## src/rtl/frame_rate_meter_pkg.sv

```systemverilog
// fps_pkg: shared types and constants for the frame rate meter.
//   fps_state_t : measurement FSM state encoding
//   COUNT_W     : width of the reported frames-per-second value
//   COUNT_MAX   : saturation ceiling of the frame counter / report
//   sat_inc     : saturating increment used by the frame counter
package fps_pkg;

    typedef enum logic {ST_IDLE, ST_MEASURE} fps_state_t;

    localparam int COUNT_W = 8;
    localparam logic [COUNT_W-1:0] COUNT_MAX = 8'd255;

    function automatic logic [COUNT_W-1:0] sat_inc(input logic [COUNT_W-1:0] v,
                                                   input logic inc);
        return (inc && (v != COUNT_MAX)) ? v + COUNT_W'(1) : v;
    endfunction

endpackage

```

## src/rtl/frame_rate_meter_if.sv

```systemverilog
// frame_rate_meter_if: control and result signals of the frame rate meter.
//   enable      : measure when high, idle and hold the last result when low
//   vsync_in    : camera vsync, asynchronous to clk
//   count       : frames in the last completed window, saturated at 255
//   count_valid : one-cycle pulse when count/overflow update
//   overflow    : last completed window saw more than 255 frames
// master = source of enable/vsync (capture side), slave = the meter.
interface frame_rate_meter_if;
    import fps_pkg::*;

    logic               enable;
    logic               vsync_in;
    logic [COUNT_W-1:0] count;
    logic               count_valid;
    logic               overflow;

    modport master (output enable, output vsync_in,
                    input  count, input count_valid, input overflow);
    modport slave  (input  enable, input vsync_in,
                    output count, output count_valid, output overflow);
endinterface

```

## src/rtl/frame_rate_meter_sync_rise_detect.sv

```systemverilog
// sync_rise_detect: brings an asynchronous level into the clk domain and
// flags its rising edges.
//   clk      : system clock
//   reset    : asynchronous active-high reset
//   async_in : asynchronous input level
//   rise     : high for one cycle after a synchronized 0->1 transition
module sync_rise_detect (
    input  logic clk,
    input  logic reset,
    input  logic async_in,
    output logic rise
);
    logic sync1_q, sync1_d;
    logic vs_s_q,  vs_s_d;
    logic vs_d_q,  vs_d_d;

    always_comb begin
        sync1_d = async_in;
        vs_s_d  = sync1_q;
        vs_d_d  = vs_s_q;
    end

    always_ff @(posedge clk or posedge reset) begin
        if (reset) begin
            sync1_q <= 1'b0;
            vs_s_q  <= 1'b0;
            vs_d_q  <= 1'b0;
        end else begin
            sync1_q <= sync1_d;
            vs_s_q  <= vs_s_d;
            vs_d_q  <= vs_d_d;
        end
    end

    assign rise = vs_s_q & ~vs_d_q;
endmodule

```

## src/rtl/frame_rate_meter.sv

```systemverilog
// frame_rate_meter: counts camera vsync rising edges over a fixed window of
// WINDOW_CYCLES clocks and reports a saturating 8-bit frames-per-second value.
//   clk   : system clock
//   reset : asynchronous active-high reset, aborts any window in progress
//   bus   : frame_rate_meter_if.slave (enable, vsync_in -> count,
//           count_valid, overflow)
//
// state      | meaning
// -----------+-----------------------------------------------------------
// ST_IDLE    | counters cleared, last result held, waiting for enable
// ST_MEASURE | window running; leaving on enable low discards the window
module frame_rate_meter
    import fps_pkg::*;
#(
    parameter int WINDOW_CYCLES = 100_000_000
) (
    input  logic                clk,
    input  logic                reset,
    frame_rate_meter_if.slave   bus
);
    localparam int WIN_W = $clog2(WINDOW_CYCLES);
    localparam logic [WIN_W-1:0] WIN_LAST = WIN_W'(WINDOW_CYCLES - 1);

    logic rise;

    fps_state_t         state_q,       state_d;
    logic [WIN_W-1:0]   win_cnt_q,     win_cnt_d;
    logic [COUNT_W-1:0] frame_cnt_q,   frame_cnt_d;
    logic               sat_flag_q,    sat_flag_d;
    logic [COUNT_W-1:0] count_q,       count_d;
    logic               count_valid_q, count_valid_d;
    logic               overflow_q,    overflow_d;

    // A rise arriving while the counter is already pinned at the ceiling
    // is a frame that cannot be represented.
    logic lost_frame;
    assign lost_frame = rise & (frame_cnt_q == COUNT_MAX);

    sync_rise_detect u_sync (
        .clk      (clk),
        .reset    (reset),
        .async_in (bus.vsync_in),
        .rise     (rise)
    );

    always_comb begin
        state_d       = state_q;
        win_cnt_d     = win_cnt_q;
        frame_cnt_d   = frame_cnt_q;
        sat_flag_d    = sat_flag_q;
        count_d       = count_q;
        overflow_d    = overflow_q;
        count_valid_d = 1'b0;

        case (state_q)
            ST_IDLE: begin
                win_cnt_d   = '0;
                frame_cnt_d = '0;
                sat_flag_d  = 1'b0;
                if (bus.enable) state_d = ST_MEASURE;
            end
            ST_MEASURE: begin
                if (!bus.enable) begin
                    state_d     = ST_IDLE;
                    win_cnt_d   = '0;
                    frame_cnt_d = '0;
                    sat_flag_d  = 1'b0;
                end else if (win_cnt_q == WIN_LAST) begin
                    // The closing cycle's rise still belongs to this window.
                    count_d       = sat_inc(frame_cnt_q, rise);
                    overflow_d    = sat_flag_q | lost_frame;
                    count_valid_d = 1'b1;
                    win_cnt_d     = '0;
                    frame_cnt_d   = '0;
                    sat_flag_d    = 1'b0;
                end else begin
                    win_cnt_d   = win_cnt_q + WIN_W'(1);
                    frame_cnt_d = sat_inc(frame_cnt_q, rise);
                    sat_flag_d  = sat_flag_q | lost_frame;
                end
            end
            default: state_d = ST_IDLE;
        endcase
    end

    always_ff @(posedge clk or posedge reset) begin
        if (reset) begin
            state_q       <= ST_IDLE;
            win_cnt_q     <= '0;
            frame_cnt_q   <= '0;
            sat_flag_q    <= 1'b0;
            count_q       <= '0;
            count_valid_q <= 1'b0;
            overflow_q    <= 1'b0;
        end else begin
            state_q       <= state_d;
            win_cnt_q     <= win_cnt_d;
            frame_cnt_q   <= frame_cnt_d;
            sat_flag_q    <= sat_flag_d;
            count_q       <= count_d;
            count_valid_q <= count_valid_d;
            overflow_q    <= overflow_d;
        end
    end

    assign bus.count       = count_q;
    assign bus.count_valid = count_valid_q;
    assign bus.overflow    = overflow_q;
endmodule

```

## src/flat_wrapper.sv

```systemverilog
// flat-port wrapper written by rule: the top's interface ports become plain ports
module frame_rate_meter_flat import fps_pkg::*;
#(
    parameter int WINDOW_CYCLES = 100_000_000
)
  (clk, reset, bus_enable, bus_vsync_in, bus_count, bus_count_valid, bus_overflow);
  frame_rate_meter_if bus_i ();
  input  logic clk;
  input  logic reset;
  input wire logic [$bits(bus_i.enable)-1:0] bus_enable;
  input wire logic [$bits(bus_i.vsync_in)-1:0] bus_vsync_in;
  output wire logic [$bits(bus_i.count)-1:0] bus_count;
  output wire logic [$bits(bus_i.count_valid)-1:0] bus_count_valid;
  output wire logic [$bits(bus_i.overflow)-1:0] bus_overflow;
  assign bus_i.enable = bus_enable;
  assign bus_i.vsync_in = bus_vsync_in;
  assign bus_count = bus_i.count;
  assign bus_count_valid = bus_i.count_valid;
  assign bus_overflow = bus_i.overflow;
  frame_rate_meter #(.WINDOW_CYCLES(WINDOW_CYCLES)) u_core (.clk(clk), .reset(reset), .bus(bus_i));
endmodule
```

## config.mk

```make
export PLATFORM = sky130hd
export DESIGN_NAME = frame_rate_meter_flat
export DESIGN_NICKNAME = d
export VERILOG_FILES = /design/src/rtl/frame_rate_meter_pkg.sv /design/src/rtl/frame_rate_meter_if.sv /design/src/rtl/frame_rate_meter_sync_rise_detect.sv /design/src/rtl/frame_rate_meter.sv /design/src/flat_wrapper.sv
export SDC_FILE = /design/constraint.sdc
export NUM_CORES = 1
export LEC_CHECK = 0
export ABC_AREA = 1
export CAP_MARGIN = 20
export CORE_MARGIN = 4
export CORE_UTILIZATION = 60
export DETAILED_ROUTE_END_ITERATION = 8
export HOLD_SLACK_MARGIN = 0.05
export PLACE_DENSITY = 0.83
export SETUP_SLACK_MARGIN = 0.1
export SLEW_MARGIN = 20
export SYNTH_ARGS = -nofsm -noshare
export SYNTH_HDL_FRONTEND = slang
export SYNTH_SLANG_ARGS = --single-unit
```

## constraint.sdc

```tcl
create_clock -name clk -period 1.9 [get_ports clk]
set_input_delay 0.285 -clock clk [delete_from_list [all_inputs] [get_ports clk]]
set_output_delay 0.285 -clock clk [all_outputs]
set_load 0.01 [all_outputs]
```

==> metrics, run 1 <==
ANT nets after route=0; register area share after synthesis=43.9%; gp weighted congestion=approximately 0.90; Die Area=about 5900 um2; Power, Total=2.04 mW; initial core utilization=between 60 and 70%; Ant. Diodes=0; Layout Nets=403; IO Count=14; worst slew pin tran=0.409 ns; Synthesis Warnings=0; Max Slew Vio Count=0; Worst R2R Start=u_core.win_cnt_q[0]; relative slew slack=between 70% and 80%; CTS tree=done; Area contributors post-synth=dfrtp_1, nand2_1, nor2_1, nand3_1, nor2_2; CTS root buffer=clkbuf_8; placed cells=442; Critical Path Start Type=flop; num rows=24; Max FO, Critical Path=28; router iterations before antenna repair=4; via/cell ratio=between 5 and 6; port bufs=13; Pleak=1.42 nW; dpl hpwl=between 4 and 5 mm; maximum VDD drop=roughly 530 uV; TNS Setup=0 ns; GRT Total Usage=between 10% and 20%; Mapped Area=between 2000 and 3000 um2; RSZ-0062 raised after global routing=yes; DR iter-0 viols=approximately 130; die width=around 77 um; Syn Area/Cell=around 7.5 um2; Inserted Clock Buffers=5; non-filler instance count after layout=450; crit end category=flop; largest area contributor in the netlist=dfrtp_1; commonest non-fill, non-tap cell in the layout=nand2_1; clk sink count=50; number of remaining DRC errors=0; Worst R2R Setup Slack=roughly 0.25 ns; Syn-to-layout area delta=11.4%; first-pass GRT wire length=about 9.6 mm; Min Clock Period, post-route=1.65 ns; post-CTS setup buffer count=0; Hold Slack=approximately 0.32 ns; synthesized instance count=378; initial antenna violation count=0; commonest cells after routing, fill and taps aside=nand2_1, nor2_1, dfrtp_1; number of synthesized register bits=50; largest net degree at the start of global routing=51; clock latency at the later pin of the worst-skew pair=~0.3 ns; Fmax=0.607 GHz; MaxCap Viol Count=0; maximum root-to-sink buffer count=2; worst flop-to-flop path endpoint=u_core.win_cnt_q[2]; vias in the first global route=2213; share of layout cells above drive strength 1=a little over an eighth; run status=finished clean; Synth cell types=27; kind of critical path=reg2reg; Remaining Overflow, GRT=0; Mapped Nets=384; chip height=around 77 um; critical path arrival=~1.8 ns; Final Skew=around 0.011 ns; via count=2347; Crit. Startpoint=u_core.win_cnt_q[0]; Final Setup Violations=0; total core area=about 4500 um2; final clock period utilization by the worst path=86.8%; H-tree Lvls=2; Reg2Reg Depth=6; power per cell area=around 640 nW/um2; Final Hold Fails=0; Reg clk slew, reported paths=0.10 ns; drt wl/cell=between 10 and 15 um; Worst Hold Class=in2async; top cell type's share of synthesized area=a little over two fifths; wirelength, routed=around 5.5 mm; Worst Path Required=2.08 ns
-- repair_timing --
item                                    CTS  global route
endpoints found under the setup margin    0             6
hold buffers                              0             0
resized for setup                         0             1
-- power breakdown --
group	switching, mW	internal (mW)	total [mW]
Combinational	0.0543	0.0228	0.0771
Sequential	0.00506	1.07	1.08
Clock	0.358	0.527	0.885
-- through the flow --
stage          area (um2)  utilization, %  setup slack (ns)
2_1_floorplan        2850               -             0.414
3_3_place_gp         3030            67.7             0.241
3_5_place_dp         3030            67.7             0.211
4_1_cts              3170            70.8             0.239
5_1_grt              3170            70.9            0.0769
6_report             3170            70.9             0.252
-- state kept, by name, summed over array words and instances (netlist names) --
name	cells
u_core.u_sync.sync1_q	1
u_core.frame_cnt_q	8
u_core.sat_flag_q	1
u_core.bus.count_valid	1
u_core.bus.count	8
u_core.bus.overflow	1
u_core.state_q	1
u_core.u_sync.vs_d_d	1
u_core.win_cnt_q	27
u_core.u_sync.vs_d_q	1
-- area by class of cell --
cell class                 count  area (um2)
multi-input combinational    286        1410
fill                         359        1300
sequential                    50        1250
timing repair buffer          16         165
inverter                      38         143
clock buffer                   5        68.8
clock inverter                 3        68.8
tap                           52        65.1
-- worst max-delay path, cell delays in order, from the launching register on --
cell and delay [ns]:
dfrtp_1 0.42, ha_1 0.23, nand3_2 0.16, nor2_4 0.22, nand3_4 0.17, nand2_8 0.26, nor3_1 0.07
-- synthesized netlist by cell type --
cell	n
clkinv_1	1
inv_1	35
nand2_2	5
nand2_1	108
buf_2	1
nand3b_1	2
clkbuf_1	1
nand3_2	1
buf_12	2
nand4_2	1
nor3_1	1
o21ai_0	1
nor2_1	61
nand2_4	1
ha_1	2
dfrtp_1	50
and2_1	2
inv_2	2
nor2_4	3
xor2_1	8
xnor2_1	6
a21oi_1	12
nand3_1	38
nor2_2	26
nand3_4	1
nand2_8	1
nand4_1	6
-- layer usage --
metal / global-route usage, % / wire length [um] / vias up / share of wire, %
li1: - / - / 1214 / -
met1: 24.8 / 2440 / 1070 / 45
met2: 33.0 / 2740 / 53 / 50
met3: 4.68 / 212 / 10 / 3.9
met4: 7.61 / 86 / 0 / 1.6
met5: 0 / 0 / - / 0
-- worst max-delay path by stage --
stage,to,depth (start not counted)
6_report,u_core.win_cnt_q[2],6
5_1_grt,u_core.win_cnt_q[26],9
4_1_cts,u_core.win_cnt_q[2],6
3_5_place_dp,u_core.bus.overflow,6
3_3_place_gp,u_core.bus.count[7],6
2_1_floorplan,u_core.bus.count[0],1
-- cell families after synthesis --
kind of cell	Yosys count	share of synthesized area, %
DFF	50	43.9
buffers and inverters	42	6.72
and+or+nand+nor	257	41.9
xor gates and xnor gates	14	4.30
AOI/OAI and AO/OA	13	2.28
adders and majority gates	2	0.878
Power figures use the tool's default switching activity.
==> inputs of run 2 (changes only) <==
--- a/config.mk
+++ b/config.mk
@@ -7,11 +7,12 @@
 export LEC_CHECK = 0
 export ABC_AREA = 1
 export CAP_MARGIN = 20
+export CORE_ASPECT_RATIO = 0.8
 export CORE_MARGIN = 4
 export CORE_UTILIZATION = 60
 export DETAILED_ROUTE_END_ITERATION = 8
 export HOLD_SLACK_MARGIN = 0.05
-export PLACE_DENSITY = 0.83
+export PLACE_DENSITY = 0.77
 export SETUP_SLACK_MARGIN = 0.1
 export SLEW_MARGIN = 20
 export SYNTH_ARGS = -nofsm -noshare
==> run 2 against run 1 <==
Net effect: sequential power about the same; first-iteration DRC count increased by 99%; hold slack lost 0.0025 ns; die area increased by 0.12%; fmax is 2.1% lower.
==> metrics, run 2 (synthesis gave the netlist of run 1 again) <==
run status=finished clean; Die Area=~5900 um2; final clock period utilization by the worst path=88.6%; clock latency at the later pin of the worst-skew pair=between 0.3 and 0.4 ns; max FFs per register=27; Final Skew=between 0.01 and 0.015 ns; Min Clock Period, post-route=1.68 ns; RSZ-0062 raised after global routing=yes; Inserted Clock Buffers=5; router iterations before antenna repair=4; DR iter-0 viols=about 250; Final Setup Violations=0; die width=around 85 um; Pleak=between 1 and 1.5 nW; post-route setup slack=roughly 0.22 ns; ANT nets after route=0; Post-DP Area=3050 um2; Layout Nets=between 400 and 500; Max Slew Vio Count=0; CTS root buffer=clkbuf_8; Remaining Overflow, GRT=0; first-pass GRT wire length=between 10 and 15 mm; maximum root-to-sink buffer count=2; via/cell ratio=between 5 and 6; Most flops, register=u_core.win_cnt_q; relative slew slack=72.2%; Max FO, Critical Path=28; critical path arrival=around 1.9 ns; MaxCap Viol Count=0; IO Count=14; gp weighted congestion=0.915; commonest cells after routing, fill and taps aside=nand2_1, nor2_1, dfrtp_1; number of remaining DRC errors=0; commonest non-fill, non-tap cell in the layout=nand2_1; power per cell area=between 600 and 700 nW/um2; GRT Total Usage=approximately 22%; initial core utilization=roughly 62%; kind of critical path=reg2reg; Power, Total=~2.1 mW; Final Util=69.6%; Filler cells=between 300 and 400; chip height=69.6 um; Final Hold Fails=0; initial antenna violation count=0; Worst Hold Class=in2async; vias in the first global route=2153; share of layout cells above drive strength 1=between 10 and 15%; Ant. Diodes=0; Reg2Reg Depth=6; CTS tree=done; dpl hpwl=between 4 and 5 mm; port bufs=13; total core area=4600 um2; largest net degree at the start of global routing=51; non-filler instance count after layout=459; maximum VDD drop=494 uV; drt wl/cell=~14 um; Hold Slack=0.322 ns; via count=2425; clk sink count=50; fin area=around 3200 um2; worst slew pin tran=a little over 0.4 ns; post-place setup slack=between 0.2 and 0.25 ns; wirelength, routed=between 6 and 7 mm; placed cells=approximately 450; Fmax=0.594 GHz; Syn-to-layout area delta=12.3%; Critical Path Start Type=flop; TNS Setup=0 ns; Reg clk slew, reported paths=roughly 0.09 ns; crit end category=flop; H-tree Lvls=2; Worst Path Required=between 2 and 2.5 ns; num rows=22
==> run 2: timing repair <==
item	in CTS	in global routing
setup buffers	0	0
setup endpoints to repair	0	2
hold buffers	0	0
gates resized for setup	0	2
==> run 2: worst paths after layout <==
check / slack [ns] / to / from
min in group clk: 0.35 / u_core.u_sync.vs_d_d / u_core.u_sync.sync1_q
max reg2reg: 0.22 / u_core.frame_cnt_q[4] / u_core.win_cnt_q[0]
min reg2reg: 0.35 / u_core.u_sync.vs_d_d / u_core.u_sync.sync1_q
max: 0.22 / u_core.frame_cnt_q[4] / u_core.win_cnt_q[0]
max in group asynchronous: 1.34 / u_core.win_cnt_q[20] / reset
min: 0.32 / u_core.frame_cnt_q[7] / reset
==> run 2: final cells by class <==
type                            instances  area (um2)  share of cell area, %
Clock buffer                            6        82.6                   2.58
Clock inverter                          2        60.1                   1.88
Multi-Input combinational cell        286        1420                   44.3
Inverter                               38         143                   4.46
Tap cell                               60        75.1                   2.35
Sequential cell                        50        1250                   39.1
Timing Repair Buffer                   17         173                   5.39
==> run 2: routing by layer <==
layer,routed length (um),share of wire (%),track usage (%),vias up
met2,2600,41,29.4,73
met5,0,0,0,-
li1,-,-,-,1223
met4,64,1.0,4.92,0
met3,484,7.7,5.58,6
met1,3130,50,35.6,1123
==> run 2: where the power goes <==
group	internal, mW	switching [mW]
combinational	0.0237	0.0573
sequential	1.07	0.00451
clock	0.561	0.362
total	1.66	0.424
==> run 2: critical path: stages, from the launching register on <==
cell	delay, ns
dfrtp_1	0.41
ha_1	0.22
nand3_2	0.16
nor2_4	0.23
nand3_4	0.18
nand2_8	0.27
a21oi_1	0.07
